### src/rtl/aes_ctr_stream.sv
// aes_ctr_stream: AES-256 counter-mode stream engine.
// Issues counter blocks to an external AES-256 block core, buffers the returned
// keystream and XORs it with the input byte stream (encrypt and decrypt alike).
// Optional build macro AES_CTR_WRAP_ERR_EN: adds ctr_wrap_err and stops request
// issue instead of letting the counter field wrap.
//
// state | meaning
// IDLE  | waiting for start; no requests, no stream traffic
// RUN   | issuing counter blocks, consuming input beats
// DRAIN | message ended; discarding late keystream, waiting for output to empty
module aes_ctr_stream #(
    parameter int CTR_W    = 32,
    parameter int KS_DEPTH = 4
) (
    input  logic         clk,
    input  logic         rst,
    input  logic         start,
    input  logic [127:0] iv,
    input  logic [255:0] key_i,
    output logic         busy,
    output logic         aes_req_valid,
    input  logic         aes_req_ready,
    output logic [127:0] aes_req_block,
    output logic [255:0] aes_key,
    input  logic         aes_resp_valid,
    input  logic [127:0] aes_resp_block,
    input  logic         s_valid,
    output logic         s_ready,
    input  logic [127:0] s_data,
    input  logic [15:0]  s_keep,
    input  logic         s_last,
    output logic         m_valid,
    input  logic         m_ready,
    output logic [127:0] m_data,
    output logic [15:0]  m_keep,
    output logic         m_last
`ifdef AES_CTR_WRAP_ERR_EN
    ,
    output logic         ctr_wrap_err
`endif
);

    localparam int PTR_W = $clog2(KS_DEPTH);
    localparam int CNT_W = PTR_W + 1;
    // Selects the incrementing low field of the counter block.
    localparam logic [127:0] LO_MASK = {128{1'b1}} >> (128 - CTR_W);
    localparam logic [CNT_W:0] DEPTH_C = (CNT_W + 1)'(KS_DEPTH);

    typedef enum logic [1:0] {IDLE, RUN, DRAIN} state_t;

    state_t            state;
    state_t            state_nxt;
    logic [127:0]      ctr;
    logic [255:0]      key_reg;
    logic [127:0]      ks_mem [KS_DEPTH];
    logic [PTR_W-1:0]  rd_ptr;
    logic [PTR_W-1:0]  wr_ptr;
    logic [CNT_W-1:0]  fifo_count;
    logic [CNT_W-1:0]  in_flight;
    logic [CNT_W:0]    credit_used;
    logic              issue_ok;
    logic              req_fire;
    logic              resp_dec;
    logic              push;
    logic              pop;
    logic              s_fire;
    logic [127:0]      ctr_inc;
    logic [127:0]      xor_data;
    logic [127:0]      masked_data;

`ifdef AES_CTR_WRAP_ERR_EN
    logic wrap_err;
    logic ctr_at_max;
    assign ctr_at_max   = (ctr & LO_MASK) == LO_MASK;
    assign issue_ok     = !wrap_err;
    assign ctr_wrap_err = wrap_err;
`else
    assign issue_ok = 1'b1;
`endif

    // Outstanding keystream (buffered plus requested) bounds request issue, so
    // every response always has a FIFO slot.
    assign credit_used   = {1'b0, fifo_count} + {1'b0, in_flight};
    assign req_fire      = aes_req_valid && aes_req_ready;
    assign s_fire        = s_valid && s_ready;
    assign push          = aes_resp_valid && (state == RUN);
    assign pop           = s_fire;
    assign resp_dec      = aes_resp_valid && (in_flight != '0);
    assign ctr_inc       = (ctr & ~LO_MASK) | ((ctr + 128'd1) & LO_MASK);
    assign aes_req_block = ctr;
    assign aes_key       = key_reg;
    assign xor_data      = s_data ^ ks_mem[rd_ptr];

    // Zero the bytes that the keep mask marks invalid (keep bit k covers data[8k+7:8k]).
    always_comb begin
        masked_data = '0;
        for (int k = 0; k < 16; k++) begin
            if (s_keep[k]) begin
                masked_data[8*k +: 8] = xor_data[8*k +: 8];
            end
        end
    end

    // Next-state and state-derived handshake outputs.
    always_comb begin
        state_nxt     = state;
        busy          = 1'b0;
        aes_req_valid = 1'b0;
        s_ready       = 1'b0;
        case (state)
            IDLE: begin
                if (start) begin
                    state_nxt = RUN;
                end
            end
            RUN: begin
                busy          = 1'b1;
                aes_req_valid = issue_ok && (credit_used < DEPTH_C);
                s_ready       = (fifo_count != '0) && (!m_valid || m_ready);
                if (s_valid && s_ready && s_last) begin
                    state_nxt = DRAIN;
                end
            end
            DRAIN: begin
                busy = 1'b1;
                if ((in_flight == '0) && !m_valid) begin
                    state_nxt = IDLE;
                end
            end
            default: state_nxt = IDLE;
        endcase
    end

    // State register.
    always_ff @(posedge clk or negedge rst) begin
        if (!rst) begin
            state <= IDLE;
        end else begin
            state <= state_nxt;
        end
    end

    // Counter and key capture on start; counter field advances per accepted request.
    always_ff @(posedge clk or negedge rst) begin
        if (!rst) begin
            ctr      <= '0;
            key_reg  <= '0;
`ifdef AES_CTR_WRAP_ERR_EN
            wrap_err <= 1'b0;
`endif
        end else if ((state == IDLE) && start) begin
            ctr      <= iv;
            key_reg  <= key_i;
`ifdef AES_CTR_WRAP_ERR_EN
            wrap_err <= 1'b0;
`endif
        end else if (req_fire) begin
`ifdef AES_CTR_WRAP_ERR_EN
            // The all-ones block itself is valid; only the increment past it is refused.
            if (ctr_at_max) begin
                wrap_err <= 1'b1;
            end else begin
                ctr <= ctr_inc;
            end
`else
            ctr <= ctr_inc;
`endif
        end
    end

    // Requests accepted by the core but not yet answered.
    always_ff @(posedge clk or negedge rst) begin
        if (!rst) begin
            in_flight <= '0;
        end else if (req_fire && !resp_dec) begin
            in_flight <= in_flight + CNT_W'(1);
        end else if (!req_fire && resp_dec) begin
            in_flight <= in_flight - CNT_W'(1);
        end
    end

    // Keystream FIFO; flushed throughout DRAIN so late responses are dropped.
    always_ff @(posedge clk or negedge rst) begin
        if (!rst) begin
            rd_ptr     <= '0;
            wr_ptr     <= '0;
            fifo_count <= '0;
            for (int i = 0; i < KS_DEPTH; i++) begin
                ks_mem[i] <= '0;
            end
        end else if (state == DRAIN) begin
            rd_ptr     <= '0;
            wr_ptr     <= '0;
            fifo_count <= '0;
        end else begin
            if (push) begin
                ks_mem[wr_ptr] <= aes_resp_block;
                wr_ptr         <= wr_ptr + PTR_W'(1);
            end
            if (pop) begin
                rd_ptr <= rd_ptr + PTR_W'(1);
            end
            if (push && !pop) begin
                fifo_count <= fifo_count + CNT_W'(1);
            end else if (!push && pop) begin
                fifo_count <= fifo_count - CNT_W'(1);
            end
        end
    end

    // Output register: load on input handshake, release on downstream accept.
    always_ff @(posedge clk or negedge rst) begin
        if (!rst) begin
            m_valid <= 1'b0;
            m_data  <= '0;
            m_keep  <= '0;
            m_last  <= 1'b0;
        end else if (s_fire) begin
            m_valid <= 1'b1;
            m_data  <= masked_data;
            m_keep  <= s_keep;
            m_last  <= s_last;
        end else if (m_ready) begin
            m_valid <= 1'b0;
        end
    end

endmodule
### config.mk
export PLATFORM = sky130hd
export DESIGN_NAME = aes_ctr_stream
export DESIGN_NICKNAME = d
export VERILOG_FILES = /design/src/rtl/aes_ctr_stream.sv
export SDC_FILE = /design/constraint.sdc
export NUM_CORES = 2
export LEC_CHECK = 0
export BUFFER_PORTS_ARGS = -buffer_cell sky130_fd_sc_hd__buf_2
export CELL_PAD_IN_SITES_DETAIL_PLACEMENT = 1
export CELL_PAD_IN_SITES_GLOBAL_PLACEMENT = 2
export CORE_AREA = 2 2 462 464
export DETAILED_ROUTE_END_ITERATION = 12
export DIE_AREA = 0 0 464 466
export PLACE_DENSITY_LB_ADDON = 0.1
export SYNTH_ARGS = -nofsm -noshare
export SYNTH_HDL_FRONTEND = slang
export SYNTH_SLANG_ARGS = --single-unit
### constraint.sdc
create_clock -name clk -period 3.7 [get_ports clk]
set_clock_uncertainty 0.1 [all_clocks]
set_input_delay 0.185 -clock clk [delete_from_list [all_inputs] [get_ports clk]]
set_output_delay 0.185 -clock clk [all_outputs]
set_load 0.005 [all_outputs]
Yosys cells after proc, flatten, opt, wreduce, memory -nomap -nowiden
Cells that the tools add are included.
{ "word_totals": {"ff_bits": 1054, "in_bits": 664, "output_inout_bits": 533, "elab_cells": 112} }
{ "op_classes": {"add_sub_neg": 8, "n_lt_le_gt_ge": 4, "n_eq_ne": 5, "n_mux": 42, "bitwise_logic": 5, "reduce_logical": 33} }
{ "op_table": {"columns": ["cell", "count"], "rows": [
  ["128-bit 2-to-1 mux", 5],
  ["512-bit bitwise mux", 1],
  ["128-bit binary-select mux with 2-bit select", 1],
  ["128-bit demux with 2-bit select", 1],
  ["8-bit 2-to-1 mux", 16],
  ["128-bit by 32-bit bitwise OR with 128-bit output", 1],
  ["128-bit XOR", 1],
  ["32-bit by 1-bit adder with 32-bit output (second input constant)", 1],
  ["3-bit 2-to-1 mux", 5],
  ["1-bit logical AND", 14],
  ["2-bit 2-to-1 mux", 7],
  ["2-bit nonzero test", 5],
  ["3-bit nonzero test", 3],
  ["3-bit by 1-bit adder with 3-bit output (second input constant)", 2],
  ["3-bit greater-or-equal comparator (second input constant)", 2],
  ["2-bit NOT with 3-bit output", 2],
  ["2-bit case mux with 3 select lines", 1],
  ["3-bit by 1-bit subtractor with 3-bit output (second input constant)", 2],
  ["1-bit zero test", 5],
  ["1-bit 2-to-1 mux", 5],
  ["2-bit by 1-bit adder with 2-bit output (second input constant)", 2],
  ["3-bit by 3-bit adder with 4-bit output", 1],
  ["4-bit by 3-bit less-than comparator with 1-bit output (second input constant)", 1],
  ["2-bit != test (second input constant)", 2],
  ["other kinds (11)", 11]
]} }

Logic depth before layout (Yosys ltp)
{ "logic_depth": {"depth_word": 9, "mapped_depth": 12, "mapped_depth_nobuf": 11} }

Worst setup path before layout
No wires, ideal clock.
{ "synth_path": {"path_kind": "register to register", "from": "register state[1]", "to": "register fifo_count[2]", "setup_ns": 0.077, "t_arrival_ns": 2.647, "required_ns": 3.523, "slack_ns": 0.875, "stages_incl_launch_ff": 13, "n_path_buf": 2, "period_less_slack_ns": 2.825, "path_cell_list": "dfrtp_1 inv_1 ha_1 nand2_1 nor3_1 inv_1 clkbuf_1 clkbuf_1 ha_1 fa_1 xnor2_1 or3_1 a21oi_1"} }
{ "synth_between": {"elab_chain_cells": 7, "word_cells_on_any_way": 12, "cone_classes": "eq/ne (2); mux (3); reduce/logical (7)"} }
{ "synth_lines": {"columns": ["element", "line", "rtl"], "rows": [
  ["start: declaration", "51", "state_t state;"],
  ["start signal: assignment", "139", "state <= state_nxt;"],
  ["2-bit by 1-bit == test with 1-bit output", "86, 110", null],
  ["1-bit 2-to-1 mux", "110", "case (state)"],
  ["1-bit logical AND", "85", "assign s_fire = s_valid && s_ready;"],
  ["1-bit zero test", "203", "if (push && !pop) begin"],
  ["1-bit logical AND", "203", null],
  ["3-bit 2-to-1 mux", "203", null],
  ["3-bit 2-to-1 mux", "191", "end else if (state == DRAIN) begin"],
  ["end signal: assignment", "204", "fifo_count <= fifo_count + CNT_W'(1);"],
  ["end signal: assignment", "206", "fifo_count <= fifo_count - CNT_W'(1);"],
  ["end: declaration", "58", "logic [CNT_W-1:0] fifo_count;"]
]} }
Several ways; a longest one is shown, not always the timed one.
A chain may end at the register's enable or synchronous reset.

Worst setup path in the final report
{ "layout_path": {"from": "register state[1]", "to": "register ks_mem[287] in the netlist's numbering"} }
{ "layout_between": {"elab_chain_cells": 3, "word_cells_on_any_way": 5, "cone_classes": "eq/ne (2); bitwise (1); reduce/logical (2)"} }
{ "layout_lines": {"columns": ["element", "line", "rtl"], "rows": [
  ["2-bit by 1-bit == test with 1-bit output / 2-bit == test (equally long branches)", "86, 191", null],
  ["1-bit logical AND / 1-bit NOT (equally long branches)", null, null],
  ["2-bit AND reduction (no line) *", null, null],
  ["end signal: indexed assignment", "197", "ks_mem[wr_ptr] <= aes_resp_block;"],
  ["end: declaration", "55", "logic [127:0] ks_mem [KS_DEPTH];"]
]} }
Mark *: on every way between the ends. The rest lies on a longest branch, timed or not.

==> flow_metrics.py <==
metrics = {
    "sta": {
        "hold_slack_ns": 0.0642,
        "layout_min_cycle_time_ns": 3.35,
        "setup_viol": 0,
        "worst_slew_pin_slew_ns": 1.57,
        "slew_headroom_pct": -4.73,
        "rsz0062_at_grt": "false",
        "fmax_ghz": 0.298,
        "final.setup.tns_ns": 0,
        "drv_slew": 53,
        "period_share_pct": 90.6,
        "finalHoldViolations": 0,
    },
    "global_route": {
        "grt_pass1_wl_um": 301000,
        "grt_pass1_vias": 40600,
        "grt_max_degree": 147,
        "grt.total_usage_pct": 19.1,
        "antenna_found_initial": 122,
        "grt_overflow": 0,
    },
    "routing": {
        "routedWlPerCell_um": 23.6,
        "ant_nets": 0,
        "drtIter0Drc": 1414,
        "first_pass_iters": 5,
        "wl_um": 210000,
        "drc_errors": 0,
        "num_vias": 37500,
        "via_per_inst": 4.22,
    },
    "hold_path": {
        "worst_hold_path.num_cells": 4,
        "hold_path_class": "primary input to flop",
        "min_from": "key_i[214]",
        "min_to": "aes_key[214]$_DFFE_PN0P_",
    },
    "critical_path": {
        "slowest_stage": "mux2_2",
        "r2r-start": "state[1]$_DFFE_PN0P_",
        "cp_cell_sequence": "inv_1 -> ha_1 -> nand2_1 -> nor2_1 -> nand2_4 -> buf_12 -> mux2_2",
        "r2r_slack_ns": 0.35,
        "cp.arrival_ns": 3.89,
        "ff2ff_path_depth": 7,
        "cpPeakStageDelay_ns": 0.64,
        "crit_path_start_kind": "flop",
        "critPathKind": "flop to flop",
        "crit_path_max_fanout": 128,
        "rr_endpoint": "ks_mem[287]$_DFFE_PN0P_",
        "critPathCaptureType": "flop",
        "setup.worst_path.start": "state[1]$_DFFE_PN0P_",
        "cp_data_required_time_ns": 4.24,
    },
    "synth": {
        "synthArstFlopShare_pct": 100,
        "synth_area_mm2": 0.0446,
        "synth-edff-count": 0,
        "yosys_warnings": 0,
        "synthFlopType": "dfrtp_1",
        "syn_avg_cell_area_um2": 11.7,
        "synth.distinct_cells": 47,
        "syn_inst": 3813,
        "ys_ff_latch": 1054,
        "seq_area_frac_synth_pct": 59.1,
        "ys_top_cells_by_area": "dfrtp_1, mux2_2, nand2_1, mux4_2, xor2_1",
        "synth_area_leader_cell": "dfrtp_1",
        "yosysTopAreaCellShare_pct": 59.1,
        "syn_nets": 4493,
    },
    "floorplan": {
        "die_y_um": 466,
        "start_util_pct": 21.1,
        "rows": 169,
        "coreArea_mm2": 0.211,
        "die-area_mm2": 0.216,
        "io_pins": 1197,
        "die_w_um": 464,
    },
    "layout": {
        "syn_to_final_growth_pct": 53.2,
        "layout_commonest_cell": "nand2_1",
        "nNetsFinal": 6608,
        "drive_above_1_share_pct": 35.5,
        "mostFrequentLayoutCells": "nand2_1, buf_2, dfrtp_1",
    },
    "clock_tree": {
        "cts_buffers": 141,
        "clk_pin_slew_ns": 0.06,
        "cts_resized": 0,
        "clk_latency_ns": 0.78,
        "cts.root.buffer_cell": "clkbuf_16",
        "clock_path_buffers": 3,
        "tritoncts": "done",
        "cts_sinks": 1054,
        "cts-htree-levels": 4,
    },
    "power": {
        "ir_drop_v": 0.000489,
        "internal_power_mw": 34.1,
        "leakagePower_nw": 33.4,
        "power_density_mw_per_mm2": 765,
        "p_sw_share_pct": 34.8,
        "p_sw_mw": 18.2,
        "p_clk_share_pct": 26.7,
        "combPwrFrac_pct": 35.5,
        "p_seq_share_pct": 37.7,
    },
    "placed_design": {
        "dp_hpwl_um": 153000,
        "gp_congestion": 0.836,
        "io_buffer_count": 1196,
    },
    "run_status": {
        "violations": "max-slew violations",
        "status": "complete, but fails checks",
    },
    "run": {
        "drv_cap": 0,
    },
}
[worst max-delay path by stage]
| stage | to | slack (ns) | cells past startpoint |
|---|---|---|---|
| floorplan | fifo_count[2]$_DFFE_PN0P_ | 0.88 | 12 |
| global placement | in_flight[2]$_DFFE_PN0P_ | 0.71 | 11 |
| detailed placement | ks_mem[188]$_DFFE_PN0P_ | 0.78 | 7 |
| CTS | m_data[11]$_DFFE_PN0P_ | 0.39 | 9 |
| global route | m_data[11]$_DFFE_PN0P_ | 0.35 | 9 |
| finish | ks_mem[287]$_DFFE_PN0P_ | 0.35 | 7 |
[metrics by stage]
| stage | total power, mW | instances | utilization [%] | setup WS, ns | area, um^2 |
|---|---|---|---|---|---|
| 3_5_place_dp | 37.9 | 7675 | 25.7 | 0.775 | 54200 |
| 3_3_place_gp | 37.5 | 7675 | 25.7 | 0.706 | 54200 |
| 6_report | 52.3 | 8896 | 32.4 | 0.347 | 68300 |
| 2_1_floorplan | 28.9 | 3813 | - | 0.875 | 44600 |
| 4_1_cts | 53.4 | 8854 | 32.3 | 0.386 | 68200 |
| 5_1_grt | 55.9 | 8882 | 32.3 | 0.347 | 68300 |
[worst max-delay path, delay by kind of cell (launching register included)]
| family | cells | cell delay [ns] |
|---|---|---|
| fa+ha+maj | 1 | 0.32 |
| buf+inv | 2 | 0.35 |
| flops | 1 | 0.40 |
| mux | 1 | 0.64 |
| simple gates | 3 | 0.84 |
[logic make-up after synthesis]
kind of cell / after synthesis / share of synthesized area, %
compound gates: 70 / 1.05
simple gates: 1648 / 14.9
xor+xnor: 139 / 2.73
flops: 1054 / 59.1
fa+ha+maj: 16 / 0.483
buf+inv: 243 / 2.24
mux: 643 / 19.5
[cells in the mapped netlist, types with 2 or more instances]
| library cell | instances |
|---|---|
| and3_1 | 9 |
| o211ai_1 | 7 |
| o21ai_0 | 11 |
| a221o_1 | 2 |
| nor4_1 | 2 |
| nor4b_1 | 3 |
| mux4_2 | 128 |
| buf_2 | 67 |
| inv_1 | 17 |
| a21oi_1 | 9 |
| dfrtp_1 | 1054 |
| and2_1 | 5 |
| or4_1 | 15 |
| ha_1 | 14 |
| a41oi_1 | 2 |
| o31ai_1 | 11 |
| nor2_1 | 30 |
| a311oi_1 | 3 |
| nand3_1 | 144 |
| buf_1 | 21 |
| xor2_1 | 132 |
| and4_1 | 8 |
| fa_1 | 2 |
| xnor2_1 | 7 |
| nand4_1 | 12 |
| a31oi_1 | 18 |
| clkbuf_1 | 137 |
| nand2_1 | 1398 |
| o41ai_1 | 3 |
| or3_1 | 9 |
| mux2_2 | 515 |
| nor3_1 | 3 |
[metal layers]
| layer | track usage, % | wire length (um) | vias to the layer above | share of wire, % |
|---|---|---|---|---|
| met1 | 21.6 | 81800 | 19100 | 39 |
| met4 | 4.49 | 5040 | 44 | 2.4 |
| met2 | 35.1 | 111000 | 938 | 53 |
| li1 | - | - | 17100 | - |
| met3 | 5.51 | 12500 | 355 | 5.9 |
| met5 | 0 | 235 | - | 0.11 |
[sequential cells by signal (all words and copies together) (netlist names)]
| name | flops |
|---|---|
| aes_key | 256 |
| aes_req_block | 128 |
| fifo_count | 3 |
| in_flight | 3 |
| ks_mem | 512 |
| m_data | 128 |
| m_keep | 16 |
| m_last | 1 |
| m_valid | 1 |
| rd_ptr | 2 |
| state | 2 |
| wr_ptr | 2 |
[layout make-up]
cell class,count,area [um^2]
clock buffers,215,4280
diodes,42,105
inverters,17,68.8
repair buffers,2198,16300
well taps,2821,3530
flip-flops and latches,1054,26400
clock inverters,33,408
fillers,23600,143000
multi-input cells,2516,17300
[power groups by stage]
stage	Sequential [mW]	Combinational, mW	Clock (mW)
finish	19.7	18.6	14.0
floorplan	19.3	9.58	0
detailed placement	19.9	17.9	0
CTS	19.8	19.1	14.5
global route	20.5	20.5	14.9
global placement	19.8	17.7	0
[timing repair]
action,CTS,global route
hold endpoints to repair,1759,0
hold buffers,931,0
buffers inserted,0,0
(Power assumes the default switching activity.)
